<file path="config.mk">
export PLATFORM = sky130hd
export DESIGN_NAME = call_return_ctrl
export DESIGN_NICKNAME = d
export VERILOG_FILES = /design/src/rtl/call_return_ctrl.sv
export SDC_FILE = /design/constraint.sdc
export NUM_CORES = 1
export LEC_CHECK = 0
export BUFFER_PORTS_ARGS = -buffer_cell sky130_fd_sc_hd__buf_4
export CAP_MARGIN = 15
export CORE_MARGIN = 2
export CORE_UTILIZATION = 41
export DETAILED_ROUTE_END_ITERATION = 7
export GPL_TIMING_DRIVEN = 0
export PLACE_DENSITY = 0.75
export SYNTH_ARGS = -nofsm -noshare
export SYNTH_HDL_FRONTEND = slang
export SYNTH_SLANG_ARGS = --single-unit
</file>
<file path="constraint.sdc">
create_clock -name clk -period 2.6 [get_ports clk]
set_clock_uncertainty 0.15 [all_clocks]
set_input_delay 0.39 -clock clk [delete_from_list [all_inputs] [get_ports clk]]
set_output_delay 0.39 -clock clk [all_outputs]
set_load 0.005 [all_outputs]
</file>
<file path="src/rtl/call_return_ctrl.sv">
// Call/return sequencer sitting between the control unit and the data stack.
// Converts single-cycle CALL/RET requests into one-cycle write/read strobes,
// tracks stack occupancy, returns the popped address with a one-cycle valid
// pulse and blocks/flags overflow, underflow and conflicting requests.
//
//   state  | meaning
//   -------+-----------------------------------------------------------
//   IDLE   | waiting for call/ret; only state in which requests are seen
//   PUSH   | stk_write high for this cycle; count increments at its end
//   POP    | stk_read high for this cycle; count decrements at its end
//   WAIT   | counting down the stack read latency before capturing data
//   DONE   | ret_valid high for this cycle, ret_addr holds popped value

module call_return_ctrl #(
    parameter int DATA_W = 32,
    parameter int DEPTH  = 32,
    parameter int RD_LAT = 1
) (
    input  logic                         clk,
    input  logic                         reset,
    input  logic                         call,
    input  logic                         ret,
    input  logic [DATA_W-1:0]            pc_next,
    output logic                         busy,
    output logic                         ret_valid,
    output logic [DATA_W-1:0]            ret_addr,
    output logic [$clog2(DEPTH+1)-1:0]   count,
    output logic                         overflow,
    output logic                         underflow,
    output logic                         illegal,
    output logic                         stk_write,
    output logic                         stk_read,
    output logic [DATA_W-1:0]            stk_data_in,
    input  logic [DATA_W-1:0]            stk_data_out
);

    localparam int CNT_W = $clog2(DEPTH + 1);
    // A latency of 1 still needs a one-bit counter so the WAIT state has
    // a uniform "count down to zero" behaviour for every RD_LAT.
    localparam int LAT_W = (RD_LAT > 1) ? $clog2(RD_LAT) : 1;

    localparam logic [CNT_W-1:0] CNT_FULL = CNT_W'(DEPTH);
    localparam logic [CNT_W-1:0] CNT_ONE  = CNT_W'(1);
    localparam logic [LAT_W-1:0] LAT_LOAD = LAT_W'(RD_LAT - 1);
    localparam logic [LAT_W-1:0] LAT_ONE  = LAT_W'(1);

    typedef enum logic [2:0] {
        S_IDLE = 3'd0,
        S_PUSH = 3'd1,
        S_POP  = 3'd2,
        S_WAIT = 3'd3,
        S_DONE = 3'd4
    } state_t;

    state_t              state_q;
    state_t              state_d;
    logic [LAT_W-1:0]    lat_q;
    logic [LAT_W-1:0]    lat_d;

    logic                busy_d;
    logic                ret_valid_d;
    logic [DATA_W-1:0]   ret_addr_d;
    logic [CNT_W-1:0]    count_d;
    logic                overflow_d;
    logic                underflow_d;
    logic                illegal_d;
    logic                stk_write_d;
    logic                stk_read_d;
    logic [DATA_W-1:0]   stk_data_in_d;

    logic                cnt_full;
    logic                cnt_empty;

    assign cnt_full  = (count == CNT_FULL);
    assign cnt_empty = (count == '0);

    // Next-state and next-output decode; every output is registered below,
    // so strobes here describe the state being entered, not the current one.
    always_comb begin
        state_d       = state_q;
        lat_d         = lat_q;
        ret_valid_d   = 1'b0;
        stk_write_d   = 1'b0;
        stk_read_d    = 1'b0;
        ret_addr_d    = ret_addr;
        count_d       = count;
        overflow_d    = overflow;
        underflow_d   = underflow;
        illegal_d     = illegal;
        stk_data_in_d = stk_data_in;

        case (state_q)
            S_IDLE: begin
                if (call && ret) begin
                    illegal_d = 1'b1;
                end else if (call) begin
                    if (cnt_full) begin
                        overflow_d = 1'b1;
                    end else begin
                        stk_data_in_d = pc_next;
                        stk_write_d   = 1'b1;
                        state_d       = S_PUSH;
                    end
                end else if (ret) begin
                    if (cnt_empty) begin
                        underflow_d = 1'b1;
                    end else begin
                        stk_read_d = 1'b1;
                        state_d    = S_POP;
                    end
                end
            end

            S_PUSH: begin
                // Guarded so occupancy can never pass DEPTH even if the
                // state were entered abnormally.
                if (!cnt_full) begin
                    count_d = count + CNT_ONE;
                end
                state_d = S_IDLE;
            end

            S_POP: begin
                if (!cnt_empty) begin
                    count_d = count - CNT_ONE;
                end
                lat_d   = LAT_LOAD;
                state_d = S_WAIT;
            end

            S_WAIT: begin
                if (lat_q == '0) begin
                    ret_addr_d  = stk_data_out;
                    ret_valid_d = 1'b1;
                    state_d     = S_DONE;
                end else begin
                    lat_d = lat_q - LAT_ONE;
                end
            end

            S_DONE: begin
                state_d = S_IDLE;
            end

            default: begin
                state_d = S_IDLE;
            end
        endcase

        busy_d = (state_d != S_IDLE);
    end

    // State and output registers; reset aborts any transaction in flight
    // and treats the stack as logically empty.
    always_ff @(posedge clk) begin
        if (reset) begin
            state_q     <= S_IDLE;
            lat_q       <= '0;
            busy        <= 1'b0;
            ret_valid   <= 1'b0;
            ret_addr    <= '0;
            count       <= '0;
            overflow    <= 1'b0;
            underflow   <= 1'b0;
            illegal     <= 1'b0;
            stk_write   <= 1'b0;
            stk_read    <= 1'b0;
            stk_data_in <= '0;
        end else begin
            state_q     <= state_d;
            lat_q       <= lat_d;
            busy        <= busy_d;
            ret_valid   <= ret_valid_d;
            ret_addr    <= ret_addr_d;
            count       <= count_d;
            overflow    <= overflow_d;
            underflow   <= underflow_d;
            illegal     <= illegal_d;
            stk_write   <= stk_write_d;
            stk_read    <= stk_read_d;
            stk_data_in <= stk_data_in_d;
        end
    end

endmodule

</file>
==> metrics <==
Slowest Stage Delay on Critical Path=0.40 ns; crit end category=register; DRT iter0 DRCs=107; post-route minimum period=2.525 ns; combinational power share=13.5%; Rows=31; CTS Buf Count=9; CP Data Required Time=2.67 ns; startpoint types=register; HPWL Detailed=6104 um; switching share of power=23.02%; I/O pins=145; number of synthesized register bits=80; Pint=0.002017 W; GP Congestion=0.8243; DR DRC count=0; switching power=0.0006031 W; CTS clk-pin slew, worst paths=0.08 ns; crit path cell chain=or3b_1 > buf_6 > inv_2 > ha_1 > a211oi_2 > nor2_2 > and3_1 > o31ai_2 > mux2_4; HP Start=pc_next[24]; worst r2r src=state_q[2]$_SDFF_PP0_; mapped cell area=3000 sq um; setup bufs post-CTS=0; total negative slack=0 ns; Flop pwr share=49.8%; min-delay worst type=input port to register; FMAX=396.0 MHz; largest fanout on the critical path=8; Slew Limit Fails=0; P_leak=1.907 nW; nets=596; unrepaired setup endpoints after global routing=false; area of the multi-input gates=1270 sq um; clk buf depth=2; Die Y=89.55 um; Slew headroom=63.40%; Avg Inst Size Synth=8.131 sq um; vias in the first global route=2634; Core ar.=7176 sq um; vias post-DR=2948; Max VDD drop=325.0 uV; TritonCTS clock tree=yes; Yosys Warn Count=0; Crit-path slowest cell=or3b_1; status=finished clean; synth unique cells=38; H-Tree Depth=3; first-pass GRT wire length=11960 um; Final setup viols=0; worst skew pair latency=0.33 ns; CP top delay family=simple AND/OR/NAND/NOR gates; Vias/cell=4.717; CTS root buffer=clkbuf_8; Cells after Synth=369; Fin Hold WS=0.1456 ns; WL final=7906 um; grt total ovfl=0; fill count=654; CP arrival=2.60 ns; PD cells=593.0 nW/um^2; buffers and inverters on the worst path=2; Die X=89.55 um; WL per Instance=12.65 um; net count after synthesis=442; max cap viols=0; Least-Margin Pin Slew=0.5490 ns; Setup Crit Path Kind=register to register; share of power burned in the clock network=36.7%; Seq/Total Area, Yosys=53.38%; initial antenna violation count=0; Clock Sinks=80; Critical path origin=state_q[2]$_SDFF_PP0_; Ant. Diodes=0; Starting Density=41.81%; DRT Pass-1 Iters=4; Antenna Nets Post-Route=0; GRT Util Overall=19.22%; die area=8018 sq um; input/output buffers=143; area grow syn2layout=47.25%; largest net degree at the start of global routing=13; share of layout cells above drive strength 1=33.65%; Final period util=97.12%; Seq. cell area=1603 sq um; Final Hold Viols=0
-- final timing paths --
kind	end	slack (ns)	depth (start not counted)
max	count[5]$_SDFFE_PP0P_	0.08	9
max reg2reg	count[5]$_SDFFE_PP0P_	0.08	9
min reg2reg	stk_data_in[5]$_SDFFE_PP0P_	0.31	2
min	stk_data_in[24]$_SDFFE_PP0P_	0.15	3
-- tightest hold or removal path, delay by kind of cell --
kind                   cells  cell delay (ns)
buffers and inverters      1             0.11
AOI/OAI and AO/OA          1             0.05
and+or+nand+nor            1             0.04
-- cells in the final DEF (no fill, tap or decap), drive strengths merged, types with 2 or more instances in the layout --
cell    netlist  layout
and2          2       2
nor4          2       2
a21oi        67      67
xnor2         2       2
o31ai         2       2
clkinv        0       2
bufinv        0       2
nand2       131     131
a31oi         2       2
nor3          3       3
nand3         2       2
dfxtp        80      80
buf          10     153
clkbuf       15      25
o21ai         3       3
nor2         19      19
mux2i         2       2
ha            4       4
inv           6       6
a211oi        3       3
-- cell usage after synthesis --
master / number / share of area (%)
and3_1: 1 / 0.21
nor4_4: 1 / 0.71
buf_6: 2 / 0.75
a21oi_1: 67 / 11
nor2_1: 19 / 2.4
o31ai_2: 1 / 0.42
o31ai_1: 1 / 0.25
o21a_1: 1 / 0.25
nand2_1: 131 / 16
mux2i_1: 2 / 0.67
and2_1: 2 / 0.42
buf_1: 1 / 0.12
or2b_1: 1 / 0.25
a41oi_1: 1 / 0.29
dfxtp_1: 80 / 53
nor4_2: 1 / 0.42
nand2b_1: 1 / 0.21
a211oi_1: 3 / 0.75
xnor2_1: 2 / 0.58
buf_2: 7 / 1.2
nand3_1: 1 / 0.17
or2_2: 1 / 0.21
o21ai_0: 3 / 0.50
a32o_1: 1 / 0.33
or3b_1: 1 / 0.29
ha_1: 4 / 1.7
inv_2: 1 / 0.12
nand3_2: 1 / 0.33
nor2b_1: 1 / 0.21
a31oi_1: 2 / 0.42
fa_1: 1 / 0.67
and3b_1: 1 / 0.29
inv_1: 5 / 0.63
clkbuf_1: 15 / 1.9
a21o_1: 1 / 0.25
nand3b_1: 1 / 0.25
mux2_4: 1 / 0.50
nor3_1: 3 / 0.50
-- repair_timing --
action | CTS | global route
setup endpoints to repair | 0 | 1
hold buffers | 0 | 0
resized for setup | 0 | 5
-- kinds of logic (layout without fill, tap and decap cells) --
logic type / Yosys count / in the layout / share of synthesized area [%]
AOI/OAI and AO/OA: 81 / 81 / 14.64
buffers and inverters: 31 / 188 / 4.670
and+or+nand+nor: 167 / 167 / 23.23
xor gates and xnor gates: 2 / 2 / 0.5839
DFF: 80 / 80 / 53.38
adders and majority gates: 5 / 5 / 2.335
muxes: 3 / 3 / 1.168
-- stage by stage --
step / cell area [sq um] / utilization, % / instances / power, W / worst slack (ns)
floorplan: 3000 / - / 369 / 0.001495 / 0.1492
global placement: 4198 / 58.50 / 611 / 0.001677 / 0.04301
detailed placement: 4198 / 58.50 / 611 / 0.001686 / 0.03685
CTS: 4405 / 61.39 / 625 / 0.002651 / 0.01987
global route: 4418 / 61.57 / 625 / 0.002748 / 0.01424
finish: 4418 / 61.57 / 625 / 0.002620 / 0.07500
-- final cells by class --
| cell class | instances | area share (%) |
|---|---|---|
| plain buffers | 25 | 2.662 |
| clock buffers | 10 | 3.115 |
| clock inverters | 4 | 1.586 |
| inverters | 6 | 0.5098 |
| multi-input cells | 258 | 28.75 |
| flip-flops and latches | 80 | 36.28 |
| well taps | 99 | 2.804 |
| repair buffers | 143 | 24.30 |
-- power groups by stage --
stage          sequential [W]  clock, W  combinational [W]
2_1_floorplan         0.00133         0           0.000161
3_3_place_gp          0.00133         0           0.000345
3_5_place_dp          0.00133         0           0.000352
4_1_cts               0.00131  0.000992           0.000354
5_1_grt               0.00131   0.00104           0.000395
6_report              0.00131  0.000961           0.000353
-- flip-flops by register name, summed over array words and instances, names as in the netlist --
register and count:
stk_data_in 32, ret_valid 1, stk_read 1, ret_addr 32, overflow 1, count 6
busy 1, state_q 3, stk_write 1, illegal 1, underflow 1
-- layer usage --
layer	track usage [%]	routed length [um]	vias up
li1	-	-	1503
met1	22.88	3339	1334
met2	33.16	3893	104
met3	5.171	598	7
met4	6.920	74	0
met5	0	0	-
Power figures use the tool's default switching activity.
